File: src/rtl/hazard_pkg.sv
//------------------------------------------------------------------------------
// Module   : hazard_pkg
// Desc     : Shared types and constants for the MIPS pipeline hazard controller.
// Revision : 1.0 - initial release
//------------------------------------------------------------------------------
`default_nettype none

package hazard_pkg;

   typedef enum logic [0:0] {
      RUN      = 1'b0,
      MEM_WAIT = 1'b1
   } state_t;

   localparam logic [1:0] FWD_REG   = 2'b00;
   localparam logic [1:0] FWD_EXMEM = 2'b10;
   localparam logic [1:0] FWD_MEMWB = 2'b01;

   localparam int REG_ZERO = 0;

   localparam int WAIT_W = 8;
   localparam logic [WAIT_W-1:0] WAIT_SAT = 8'hFF;

endpackage : hazard_pkg

`default_nettype wire

File: src/rtl/hazard_controller_forwarding_unit.sv
//------------------------------------------------------------------------------
// Module   : forwarding_unit
// Desc     : Combinational ALU operand forwarding selects for the EX stage.
// Revision : 1.0 - initial release
//------------------------------------------------------------------------------
`default_nettype none

module forwarding_unit
   import hazard_pkg::*;
#(
   parameter int REG_W = 5
) (
   input  logic [REG_W-1:0] ex_rs,
   input  logic [REG_W-1:0] ex_rt,
   input  logic             exmem_regwrite,
   input  logic [REG_W-1:0] exmem_rd,
   input  logic             memwb_regwrite,
   input  logic [REG_W-1:0] memwb_rd,
   output logic [1:0]       fwd_a,
   output logic [1:0]       fwd_b
);

   localparam logic [REG_W-1:0] ZERO_REG = REG_W'(REG_ZERO);

   // The younger producer (EX/MEM) takes precedence over MEM/WB.
   function automatic logic [1:0] fwd_sel(input logic [REG_W-1:0] src);
      logic [1:0] sel;
      sel = FWD_REG;
      if (exmem_regwrite && (exmem_rd != ZERO_REG) && (exmem_rd == src)) begin
         sel = FWD_EXMEM;
      end else if (memwb_regwrite && (memwb_rd != ZERO_REG) && (memwb_rd == src)) begin
         sel = FWD_MEMWB;
      end
      return sel;
   endfunction

   always_comb begin
      fwd_a = fwd_sel(ex_rs);
      fwd_b = fwd_sel(ex_rt);
   end

endmodule : forwarding_unit

`default_nettype wire

File: src/rtl/hazard_controller.sv
//------------------------------------------------------------------------------
// Module   : hazard_controller
// Desc     : Five-stage MIPS pipeline sequencing: load-use stalls, branch/jump
//            redirects, data-memory wait freeze and operand forwarding.
//            Optional macro HAZARD_STALL_COUNTER_EN adds the stall_cycles port.
// Revision : 1.0 - initial release
//------------------------------------------------------------------------------
`default_nettype none

module hazard_controller
   import hazard_pkg::*;
#(
   parameter int REG_W    = 5,
   parameter int MAX_WAIT = 16,
   parameter int CNT_W    = 32
) (
   input  logic             clk,
   input  logic             rst_n,
   input  logic [REG_W-1:0] id_rs,
   input  logic [REG_W-1:0] id_rt,
   input  logic             id_uses_rs,
   input  logic             id_uses_rt,
   input  logic             id_jump,
   input  logic [REG_W-1:0] ex_rs,
   input  logic [REG_W-1:0] ex_rt,
   input  logic             ex_memread,
   input  logic             ex_branch_taken,
   input  logic             exmem_regwrite,
   input  logic             memwb_regwrite,
   input  logic [REG_W-1:0] exmem_rd,
   input  logic [REG_W-1:0] memwb_rd,
   input  logic             mem_req,
   input  logic             dmem_ready,
   output logic             pc_write,
   output logic             ifid_write,
   output logic             idex_write,
   output logic             exmem_write,
   output logic             ifid_flush,
   output logic             idex_flush,
   output logic             memwb_bubble,
   output logic             pc_redirect,
   output logic [1:0]       fwd_a,
   output logic [1:0]       fwd_b,
`ifdef HAZARD_STALL_COUNTER_EN
   output logic [CNT_W-1:0] stall_cycles,
`endif
   output logic             mem_timeout
);

   localparam logic [REG_W-1:0]  ZERO_REG    = REG_W'(REG_ZERO);
   localparam logic [WAIT_W-1:0] TIMEOUT_CNT = WAIT_W'(MAX_WAIT - 1);

   state_t            state_q, state_d;
   logic [WAIT_W-1:0] wait_cnt_q, wait_cnt_d;
   logic              mem_timeout_q, mem_timeout_d;

   logic       freeze;
   logic       load_use;
   logic       load_use_stall;
   logic [1:0] fwd_a_raw;
   logic [1:0] fwd_b_raw;

   assign freeze   = mem_req & ~dmem_ready;
   assign load_use = ex_memread && (ex_rt != ZERO_REG) &&
                     ((id_uses_rs && (id_rs == ex_rt)) ||
                      (id_uses_rt && (id_rt == ex_rt)));
   // A taken branch discards the ID instruction, so its load-use is moot.
   assign load_use_stall = ~freeze & ~ex_branch_taken & load_use;

   forwarding_unit #(
      .REG_W(REG_W)
   ) u_forwarding_unit (
      .ex_rs         (ex_rs),
      .ex_rt         (ex_rt),
      .exmem_regwrite(exmem_regwrite),
      .exmem_rd      (exmem_rd),
      .memwb_regwrite(memwb_regwrite),
      .memwb_rd      (memwb_rd),
      .fwd_a         (fwd_a_raw),
      .fwd_b         (fwd_b_raw)
   );

   always_ff @(posedge clk or negedge rst_n) begin
      if (!rst_n) begin
         state_q       <= RUN;
         wait_cnt_q    <= '0;
         mem_timeout_q <= 1'b0;
      end else begin
         state_q       <= state_d;
         wait_cnt_q    <= wait_cnt_d;
         mem_timeout_q <= mem_timeout_d;
      end
   end

   always_comb begin
      state_d       = state_q;
      wait_cnt_d    = wait_cnt_q;
      mem_timeout_d = mem_timeout_q;
      case (state_q)
         RUN: begin
            if (freeze) begin
               state_d    = MEM_WAIT;
               wait_cnt_d = WAIT_W'(1);
            end
         end
         MEM_WAIT: begin
            if (dmem_ready) begin
               state_d    = RUN;
               wait_cnt_d = '0;
            end else begin
               if (wait_cnt_q != WAIT_SAT) begin
                  wait_cnt_d = wait_cnt_q + WAIT_W'(1);
               end
               if (wait_cnt_q == TIMEOUT_CNT) begin
                  mem_timeout_d = 1'b1;
               end
            end
         end
         default: begin
            state_d    = RUN;
            wait_cnt_d = '0;
         end
      endcase
   end

   // Priority: freeze > branch redirect > load-use > jump redirect.
   always_comb begin
      pc_write     = 1'b1;
      ifid_write   = 1'b1;
      idex_write   = 1'b1;
      exmem_write  = 1'b1;
      ifid_flush   = 1'b0;
      idex_flush   = 1'b0;
      memwb_bubble = 1'b0;
      pc_redirect  = 1'b0;
      fwd_a        = fwd_a_raw;
      fwd_b        = fwd_b_raw;

      if (!rst_n) begin
         pc_write     = 1'b0;
         ifid_write   = 1'b0;
         idex_write   = 1'b0;
         exmem_write  = 1'b0;
         ifid_flush   = 1'b1;
         idex_flush   = 1'b1;
         memwb_bubble = 1'b1;
         fwd_a        = FWD_REG;
         fwd_b        = FWD_REG;
      end else if (freeze) begin
         pc_write     = 1'b0;
         ifid_write   = 1'b0;
         idex_write   = 1'b0;
         exmem_write  = 1'b0;
         memwb_bubble = 1'b1;
      end else if (ex_branch_taken) begin
         pc_redirect = 1'b1;
         ifid_flush  = 1'b1;
         idex_flush  = 1'b1;
      end else if (load_use) begin
         pc_write   = 1'b0;
         ifid_write = 1'b0;
         idex_flush = 1'b1;
      end else if (id_jump) begin
         pc_redirect = 1'b1;
         ifid_flush  = 1'b1;
      end
   end

   assign mem_timeout = mem_timeout_q;

`ifdef HAZARD_STALL_COUNTER_EN
   logic [CNT_W-1:0] stall_cycles_q, stall_cycles_d;

   always_comb begin
      stall_cycles_d = stall_cycles_q;
      if (freeze || load_use_stall) begin
         stall_cycles_d = stall_cycles_q + CNT_W'(1);
      end
   end

   always_ff @(posedge clk or negedge rst_n) begin
      if (!rst_n) begin
         stall_cycles_q <= '0;
      end else begin
         stall_cycles_q <= stall_cycles_d;
      end
   end

   assign stall_cycles = stall_cycles_q;
`else
   logic unused_stall;
   assign unused_stall = load_use_stall;
`endif

endmodule : hazard_controller

`default_nettype wire

File: config.mk
export PLATFORM = sky130hd
export DESIGN_NAME = hazard_controller
export DESIGN_NICKNAME = d
export VERILOG_FILES = /design/src/rtl/hazard_pkg.sv /design/src/rtl/hazard_controller_forwarding_unit.sv /design/src/rtl/hazard_controller.sv
export SDC_FILE = /design/constraint.sdc
export NUM_CORES = 1
export LEC_CHECK = 0
export CORE_MARGIN = 4
export CORE_UTILIZATION = 43
export DETAILED_ROUTE_END_ITERATION = 10
export PLACE_DENSITY_LB_ADDON = 0.1
export SETUP_SLACK_MARGIN = 0.2
export SYNTH_ARGS = -nofsm -noshare
export SYNTH_HDL_FRONTEND = slang
export SYNTH_SLANG_ARGS = --single-unit
File: constraint.sdc
create_clock -name clk -period 5.5 [get_ports clk]
set_input_delay 1.375 -clock clk [delete_from_list [all_inputs] [get_ports clk]]
set_output_delay 1.375 -clock clk [all_outputs]
set_load 0.01 [all_outputs]
==> results.py <==
metrics = {
    "yosys": {
        "avgSynthCellArea_um2": 8.03,
        "ys_seq_area_share_pct": 23.6,
        "ys_warn_count": 0,
        "synth_nets": 174,
        "synth_area_um2": 1060,
        "synth-seq-cells": 10,
        "synth_top_area_cell": "dfrtp_1",
        "synth_cells": 132,
        "synth_area_leaders": "dfrtp_1, xnor2_1, xor2_1, nor2_1, nand2_1",
        "synth_cell_types": 37,
        "synth.top_cell.area_share_pct": 23.6,
    },
    "power": {
        "comb_power_share_pct": 41.3,
        "power.leakage_nw": 0.588,
        "powerDensity_nw_per_um2": 140,
        "p_total_mw": 0.224,
        "p_int_mw": 0.156,
        "p_sw_share_pct": 30.4,
        "p_switching_mw": 0.0681,
        "power.share.clock_pct": 22.5,
        "p_seq_share_pct": 36.2,
        "ir_drop_v": 0.000124,
    },
    "critical_path": {
        "start_kind": "input port",
        "cp_data_arrival_time_ps": 3590,
        "path_class": "in2out",
        "cp_max_fo": 5,
        "critPathRequiredTime_ps": 4120,
        "cp_common_cell": "clkdlybuf4s50_1",
        "slowest_delay_ps": 580,
        "cp_num_buf_inv": 2,
        "cp_slowest_cell": "or4_4",
        "end_kind": "output pin",
        "path_cells": "clkdlybuf4s50_1, or4_4, o21ai_2, nor2_1, a221oi_1, clkdlybuf4s50_1",
        "cp_top_family": "buffers and inverters",
    },
    "clock_network": {
        "cts.clk_slew.worst_paths_ps": 60,
        "htree_num_levels": 1,
        "post_cts_resized": 0,
        "cts_tree": "built",
        "cts_sinks": 10,
        "cts_buffers": 3,
        "cts_setup_buffers": 0,
        "holdBufCountCts": 0,
        "clk_latency_ps": 270,
        "root_buffer": "clkbuf_4",
        "cts_buffer_depth": 2,
    },
    "place": {
        "place_hpwl_um": 2670,
        "dpl_cell_area_um2": 1580,
        "pre_cts_ws_ps": 525,
        "portBuffers": 53,
        "gp_congestion": 0.809,
        "dp_cells": 206,
    },
    "layout": {
        "final_common_cell": "clkdlybuf4s50_1",
        "utilization_pct": 70.4,
        "multi_input_area_um2": 748,
        "stdcell_count": 209,
        "layout-drive-gt1-share_pct": 3.31,
        "final_area_um2": 1600,
        "antenna_cells": 0,
        "layout_common_cells": "clkdlybuf4s50_1, xnor2_1, xor2_1",
        "area_growth_pct": 51.1,
        "finalNetCount": 225,
        "seqCellArea_um2": 250,
        "fillers": 192,
    },
    "drt": {
        "drtPass1Iterations": 6,
        "via_per_inst": 5.43,
        "wl_per_cell_um": 15.2,
        "wl_um": 3170,
        "ant_nets": 0,
        "vias": 1134,
        "drc": 0,
        "drtIter0Drc": 21,
    },
    "timing": {
        "setup_viol": 0,
        "holdWs_ps": 468,
        "worst_slack_ps": 539,
        "fin_crit_sh_pct": 90.2,
        "totalNegativeSetupSlack_ps": 0,
        "tightest_slew_ps": 511,
        "fin_worst_skew_ps": 1.04,
        "worst_slew_margin_rel_pct": 65.8,
        "slew_violations": 0,
        "rsz0062_at_grt": "false",
        "hold_viol": 0,
        "fin_crit_ps": 4960,
        "timing.fmax_mhz": 202,
    },
    "hold_path": {
        "hp-class": "reg2reg",
    },
    "floorplan": {
        "coreArea_um2": 2280,
        "ioPinCount": 54,
        "die_y_um": 57.6,
        "num_rows": 17,
        "start_util_pct": 46.6,
        "design.die.area_um2": 3320,
        "die_width_um": 57.6,
    },
    "global_routing": {
        "track_usage_pct": 19.7,
        "grt_pass1_wl_um": 5120,
        "gr-total-overflow": 0,
        "grt_pass1_vias": 1159,
        "grt_max_degree": 16,
        "antenna_found_initial": 0,
    },
    "flow_run": {
        "cap_violations": 0,
    },
    "run_status": {
        "status": "finished clean",
    },
}
==> synthesized netlist by cell type <==
cell type,n
a2111oi_1,1
a211oi_1,1
a21o_1,1
a21oi_1,5
a221o_1,1
a221oi_1,1
and2_1,2
and2b_1,1
buf_2,1
buf_4,2
buf_6,2
clkbuf_1,3
dfrtp_1,10
ha_1,1
inv_1,2
mux2i_1,1
nand2_1,11
nand2b_1,3
nand3_1,5
nand4_1,3
nor2_1,13
nor2b_1,1
nor3_1,1
nor3b_1,2
nor4_1,5
o211a_1,1
o211ai_1,1
o21a_1,1
o21ai_0,3
o21ai_1,5
o21ai_2,1
o21bai_1,1
o22ai_1,1
or4_1,4
or4_4,1
xnor2_1,20
xor2_1,14
==> state kept, by name, indices dropped and copies added, names as in the netlist <==
signal,flops
mem_timeout,1
state_q,1
wait_cnt_q,8
==> metal layers <==
layer	vias to the layer above	wire (um)	track usage, %
met4	0	114	8.61
met2	43	1550	35.0
met5	-	0	0
met1	515	1280	21.5
li1	563	-	-
met3	13	225	6.01
==> worst paths after layout <==
check                              startpoint       endpoint  slack (ps)  cells after the start
worst max-delay path                 ex_rt[1]     ifid_flush         540                      6
worst min-delay path              mem_timeout    mem_timeout         470                      1
worst max register to register  wait_cnt_q[0]  wait_cnt_q[6]        3740                      6
worst min register to register    mem_timeout    mem_timeout         470                      1
max in group asynchronous               rst_n  wait_cnt_q[6]        3870                      2
min in group asynchronous               rst_n        state_q        1460                      2
==> kinds of logic after synthesis <==
logic type,Yosys count,synth area share (%)
and+or+nand+nor,52,25.6
xor gates and xnor gates,34,28.1
AOI/OAI and AO/OA,24,14.8
buffers and inverters,10,5.78
DFF,10,23.6
muxes,1,0.945
adders and majority gates,1,1.18
==> power by group through the flow <==
stage	Combinational (mW)	Clock, mW	Sequential [mW]
floorplan	0.0449	0	0.0805
global placement	0.0898	0	0.0821
detailed placement	0.0926	0	0.0825
CTS	0.0933	0.0521	0.0813
global route	0.100	0.0578	0.0819
finish	0.0927	0.0504	0.0813
==> final cells by class <==
class	count	share of cell area, %
inverters	2	0.469
flip-flops and latches	10	15.6
multi-input cells	112	46.7
repair buffers	54	33.6
clock buffers	3	1.41
well taps	28	2.19
No activity file was read; power rests on OpenSTA's default activity.
